**src/rtl/coherence_bus_ctrl.sv**
```systemverilog
// coherence_bus_ctrl: memory-side responder for two coherent dcaches and two
// icaches sharing one RAM port. One transaction is in flight at a time.
// Ports:
//   CLK, RST                       clock, synchronous active-high reset
//   iREN/iaddr -> iwait/iload      icache fetch request / stall and data
//   dREN/dWEN/daddr/dstore         dcache read/write request, address, data
//   cctrans/ccwrite                coherence transition start / write intent
//   dwait/dload                    dcache stall and read data
//   ccwait/ccinv/ccsnoopaddr       snoop controls toward each dcache
//   ramREN/ramWEN/ramaddr/ramstore RAM request
//   ramload/ramstate               RAM read data and beat status
module coherence_bus_ctrl #(
  parameter int unsigned CPUS = 2
) (
  input  logic                 CLK,
  input  logic                 RST,
  input  logic [CPUS-1:0]      iREN,
  input  logic [CPUS-1:0][31:0] iaddr,
  output logic [CPUS-1:0]      iwait,
  output logic [CPUS-1:0][31:0] iload,
  input  logic [CPUS-1:0]      dREN,
  input  logic [CPUS-1:0]      dWEN,
  input  logic [CPUS-1:0][31:0] daddr,
  input  logic [CPUS-1:0][31:0] dstore,
  input  logic [CPUS-1:0]      cctrans,
  input  logic [CPUS-1:0]      ccwrite,
  output logic [CPUS-1:0]      dwait,
  output logic [CPUS-1:0][31:0] dload,
  output logic [CPUS-1:0]      ccwait,
  output logic [CPUS-1:0]      ccinv,
  output logic [CPUS-1:0][31:0] ccsnoopaddr,
  output logic                 ramREN,
  output logic                 ramWEN,
  output logic [31:0]          ramaddr,
  output logic [31:0]          ramstore,
  input  logic [31:0]          ramload,
  input  logic [1:0]           ramstate
);

  localparam logic [3:0] S_IDLE   = 4'd0;
  localparam logic [3:0] S_ARB    = 4'd1;
  localparam logic [3:0] S_SNOOP  = 4'd2;
  localparam logic [3:0] S_SNPCHK = 4'd3;
  localparam logic [3:0] S_RD0    = 4'd4;
  localparam logic [3:0] S_RD1    = 4'd5;
  localparam logic [3:0] S_FWD0   = 4'd6;
  localparam logic [3:0] S_FWD1   = 4'd7;
  localparam logic [3:0] S_WB0    = 4'd8;
  localparam logic [3:0] S_WB1    = 4'd9;
  localparam logic [3:0] S_INV    = 4'd10;
  localparam logic [3:0] S_IFETCH = 4'd11;

  localparam logic [1:0] RAM_ACCESS = 2'd2;

  logic [3:0]      state, state_n, cur;
  logic            sel, sel_n;       // granted cache (dcache or icache index)
  logic            dptr, dptr_n;     // dcache round-robin pointer
  logic            iptr, iptr_n;     // icache round-robin pointer
  logic            inv_q, inv_n;     // requester write intent, held for the snoop
  logic            oth;
  logic            access;
  logic            fwd_sig;
  logic            dpick, ipick;
  logic [CPUS-1:0] dreq;

  assign oth    = ~sel;
  assign access = (ramstate == RAM_ACCESS);
  assign dreq   = dREN | dWEN | cctrans;
  assign dpick  = (&dreq) ? dptr : dreq[1];
  assign ipick  = (&iREN) ? iptr : iREN[1];
  // Snooped cache answering with a modified block; a cache with its own
  // request pending never shows this pattern, so the fill falls back to RAM.
  assign fwd_sig = cctrans[oth] & ~dREN[oth] & ~dWEN[oth] & ~ccwrite[oth];
  // Reset suppresses all outputs immediately, abandoning any beat in progress.
  assign cur = RST ? S_IDLE : state;

  // State and arbitration registers
  always_ff @(posedge CLK) begin
    if (RST) begin
      state <= S_IDLE;
      sel   <= 1'b0;
      dptr  <= 1'b0;
      iptr  <= 1'b0;
      inv_q <= 1'b0;
    end else begin
      state <= state_n;
      sel   <= sel_n;
      dptr  <= dptr_n;
      iptr  <= iptr_n;
      inv_q <= inv_n;
    end
  end

  // Next-state, arbitration and bus outputs
  always_comb begin
    state_n     = state;
    sel_n       = sel;
    dptr_n      = dptr;
    iptr_n      = iptr;
    inv_n       = inv_q;
    dwait       = '1;
    iwait       = '1;
    ccwait      = '0;
    ccinv       = '0;
    ccsnoopaddr = '0;
    ramREN      = 1'b0;
    ramWEN      = 1'b0;
    ramaddr     = '0;
    ramstore    = '0;
    for (int k = 0; k < int'(CPUS); k++) begin
      dload[k] = ramload;
      iload[k] = ramload;
    end

    case (cur)
      S_IDLE: begin
        if (|{dREN, dWEN, cctrans, iREN}) state_n = S_ARB;
      end

      S_ARB: begin
        if (|dreq) begin
          sel_n = dpick;
          inv_n = ccwrite[dpick];
          if (dREN[dpick])                          state_n = S_SNOOP;
          else if (dWEN[dpick])                     state_n = S_WB0;
          else if (cctrans[dpick] & ccwrite[dpick]) state_n = S_INV;
          else                                      state_n = S_IDLE;
        end else if (|iREN) begin
          sel_n   = ipick;
          state_n = S_IFETCH;
        end else begin
          state_n = S_IDLE;
        end
      end

      S_SNOOP, S_SNPCHK, S_FWD0, S_FWD1: begin
        ccwait[oth]      = 1'b1;
        ccinv[oth]       = inv_q;
        ccsnoopaddr[oth] = {daddr[sel][31:3], 3'b000};
        if (cur == S_SNOOP)  state_n = S_SNPCHK;
        if (cur == S_SNPCHK) state_n = fwd_sig ? S_FWD0 : S_RD0;
        if (cur == S_FWD0 || cur == S_FWD1) begin
          // Forwarded block goes to the requester and back to RAM together.
          dload[sel] = dstore[oth];
          ramWEN     = 1'b1;
          ramaddr    = daddr[oth];
          ramstore   = dstore[oth];
          if (access) begin
            dwait[sel] = 1'b0;
            dwait[oth] = 1'b0;
            if (cur == S_FWD0) begin
              state_n = S_FWD1;
            end else begin
              state_n = S_IDLE;
              dptr_n  = oth;
            end
          end
        end
      end

      S_RD0, S_RD1: begin
        ramREN = 1'b1;
        ramaddr = daddr[sel];
        if (access) begin
          dwait[sel] = 1'b0;
          if (cur == S_RD0) begin
            state_n = S_RD1;
          end else begin
            state_n = S_IDLE;
            dptr_n  = oth;
          end
        end
      end

      S_WB0, S_WB1: begin
        ramWEN   = 1'b1;
        ramaddr  = daddr[sel];
        ramstore = dstore[sel];
        if (access) begin
          dwait[sel] = 1'b0;
          // A lone word write (cctrans low) finishes after the first beat.
          if (cur == S_WB0 && dWEN[sel] && cctrans[sel]) begin
            state_n = S_WB1;
          end else begin
            state_n = S_IDLE;
            dptr_n  = oth;
          end
        end
      end

      S_INV: begin
        ccwait[oth]      = 1'b1;
        ccinv[oth]       = 1'b1;
        ccsnoopaddr[oth] = daddr[sel];
        dwait[sel]       = 1'b0;
        state_n          = S_IDLE;
        dptr_n           = oth;
      end

      S_IFETCH: begin
        ramREN  = 1'b1;
        ramaddr = iaddr[sel];
        if (access) begin
          iwait[sel] = 1'b0;
          state_n    = S_IDLE;
          iptr_n     = oth;
        end
      end

      default: state_n = S_IDLE;
    endcase
  end

endmodule
```
**config.mk**
```make
export PLATFORM = sky130hd
export DESIGN_NAME = coherence_bus_ctrl
export DESIGN_NICKNAME = d
export VERILOG_FILES = /design/src/rtl/coherence_bus_ctrl.sv
export SDC_FILE = /design/constraint.sdc
export NUM_CORES = 1
export LEC_CHECK = 0
export CAP_MARGIN = 15
export CORE_AREA = 2 2 198 200
export DETAILED_ROUTE_END_ITERATION = 16
export DIE_AREA = 0 0 200 202
export SLEW_MARGIN = 5
export SYNTH_ARGS = -nofsm -noshare
export SYNTH_HDL_FRONTEND = slang
export SYNTH_SLANG_ARGS = --single-unit
export TNS_END_PERCENT = 5
```
**constraint.sdc**
```tcl
create_clock -name CLK -period 4 [get_ports CLK]
set_clock_uncertainty 0.2 [all_clocks]
set_input_delay 1 -clock CLK [delete_from_list [all_inputs] [get_ports CLK]]
set_output_delay 1 -clock CLK [all_outputs]
set_load 0.02 [all_outputs]
```
==> impl_metrics.csv <==
group,metric,value,unit
synth,async_flop_share,0,
grt,grt_overflow,0,
worst_setup_path,r2r_slack,1.74,ns
synth,synth_enable_flop_cells,0,
sta,period_share,0.986,
layout,fin_util,0.249,
synth,synth_common_cells,"nor2_1 (85), a221oi_1 (64), buf_4 (64)",
synth,synth-seq-cells,8,
synth,synthDistinctLibCells,46,
sta,slew_viol_final,0,
clock_tree,clk_pin_slew,0.04,ns
die,ios,504,
place,hpwl,22000,um
grt,track_usage,0.124,
worst_setup_path,reg2reg_depth,6,
sta,fin_setup_tns,0,ns
clock_tree,tritoncts,"done",
sta,relSlewSlack,0.608,
layout,area_growth_syn_to_layout,130,%
clock_tree,cts_buffer_depth,2,
synth,post_synth.cell_area_avg,7.28,um^2
worst_setup_path,worst_ep_required_time,2.80,ns
clock_tree,worstSkewPairLatency,0.24,ns
die,num_rows,72,
layout,nets,1236,
route,antenna_left,0,
worst_setup_path,cp-endpoint,"dload[1]",
synth,synth_area,4150,um^2
synth,synth_top_area_cell,"mux2_2",
die,die_y,202,um
synth,syn_nets,808,
synth,synth_most_common_cell,"nor2_1",
outcome,status,"finished clean",
power,power,2510,uW
route,viasPerCell,4.21,
place,dpl-instance-area,9510,um^2
worst_setup_path,worstReg2RegStart,"state[3]",
worst_setup_path,crit_arrival,2.74,ns
clock_tree,numClockSinks,8,
grt,grt_max_degree,41,
sta,rsz0062_at_grt,"true",
clock_tree,clockRootBuffer,"clkbuf_16",
route,avgRoutedWirePerCell,18.2,um
route,drt_first_pass_iters,4,
worst_setup_path,worstPathMaxFanout,14,
worst_hold_path,min_from,"iptr",
power,ir_drop,0.139,mV
synth,yosysTopAreaCellShare,0.168,
route,drc,0,
power,pwr_density_cell,263,nW/um^2
sta,fmax,254,MHz
sta,setup_violations,0,
synth,synth-seq-area-share,0.0386,
die,core-area,38300,um^2
route,drt_iter0_drc,275,
die,die_x,200,um
place,gp_congestion,0.853,
layout,drive_above_1_share,0.130,
synth,syn_inst,570,
synth,synth_flop_cell,"dfxtp_1",
run,drv_cap,0,
clock_tree,h-tree-depth,1,
die,initial_core_util,0.108,
clock_tree,cts_buffers,3,
synth,synthTopCellsByArea,"mux2_2 (17%), a221oi_1 (14%), buf_4 (12%)",
place,io_buffers,503,
grt,antenna_found_initial,2,
power,p_leak,0.00415,uW
sta,finalHoldViolations,0,
synth,yosysWarnings,0,
worst_setup_path,cp-end-kind,"primary output",
worst_setup_path,crit_type,"input pin to primary output",
worst_hold_path,hp-class,"register to register",
sta,tightest_slew,0.586,ns
route,wl,27500,um
die,fp.dieArea,40400,um^2
worst_setup_path,start_kind,"input pin",
layout,fillers,4196,
layout,fin_area,9550,um^2
grt,grt_pass1_vias,6247,
grt,grt_pass1_wl,38000,um
route,vias,6378,
sta,fin_crit,3.94,ns
worst_setup_path,cp-startpoint,"RST",
worst_setup_path,reg2reg_to,"dptr",
## sequential cells by signal (all words and copies together), names as in the netlist
| register | cells |
|---|---|
| dptr | 1 |
| inv_q | 1 |
| iptr | 1 |
| sel | 1 |
| state | 4 |
## logic make-up after synthesis
group	count (synthesis)	synth area share
mux	99	0.258
compound gates	138	0.281
flops	8	0.0386
buf+inv	122	0.175
simple gates	203	0.248
## metrics by stage
step,hold slack (ns),setup WS (ns),instances
final,0.286,0.0562,1516
after floorplan,0.251,0.321,570
after global placement,0.279,-0.401,1503
after detailed placement,0.287,-0.418,1503
after CTS,0.296,0.000238,1515
after global routing,0.336,-0.00440,1515
## worst min path at each step
stage	end	cells after the start
floorplan	iptr	2
detailed placement	iptr	2
global route	iptr	2
global placement	iptr	2
finish	iptr	2
CTS	iptr	2
## worst max-delay path, cell delays in order
cell	delay [ns]
dlygate4sd2_1	0.28
nand2b_4	0.19
nor3_4	0.15
buf_4	0.16
bufbuf_16	0.30
mux2_2	0.34
dlygate4sd2_1	0.32
## report_power, final
part | internal, uW | switching [uW] | total [uW] | leakage, uW
sequential | 106 | 58.1 | 164 | 0.0000662
combinational | 993 | 1180 | 2170 | 0.00405
clock | 133 | 42.7 | 176 | 0.0000382
total | 1230 | 1280 | 2510 | 0.00415
## per-layer routing
metal  vias up  wire, um  GRT usage
met5         -        22          0
met4         4       552     0.0278
met3        28      2440     0.0270
met2       339     14100      0.237
met1      3037     10400      0.136
li1       2970         -          -
## area by class of cell
cell class	count	area [um^2]	share of cell area
clock buffers	4	78.8	0.00825
flip-flops and latches	8	164	0.0172
inverters	1	3.75	0.000393
repair buffers	544	5330	0.558
well taps	518	648	0.0679
diodes	1	2.50	0.000262
multi-input cells	440	3330	0.348
## what timing repair did
item	4_1_cts	5_1_grt
pin swaps	3	0
setup buffers	5	0
gates resized for setup	199	26
hold buffers	0	0
cloned	3	0
endpoints found under the setup margin	199	16
## cells in the final DEF, fill, tap and decap left out, types with 3 or more instances in the layout
master / n
a21oi_1: 10
a221o_1: 32
a221oi_1: 63
a31oi_1: 3
and2_1: 59
and3_1: 9
buf_12: 10
buf_4: 32
bufbuf_16: 3
clkbuf_16: 3
clkdlybuf4s15_1: 17
clkdlybuf4s50_1: 302
dfxtp_1: 7
dlygate4sd2_1: 173
dlymetal6s2s_1: 5
mux2_2: 62
mux2i_1: 35
nand2_1: 12
nand2b_1: 7
nand3_1: 5
nor2_1: 79
nor2_2: 5
nor2b_1: 4
nor3_1: 3
nor4_1: 3
o21ai_0: 7
o31ai_1: 3
or3_1: 4
(Power assumes the default switching activity.)
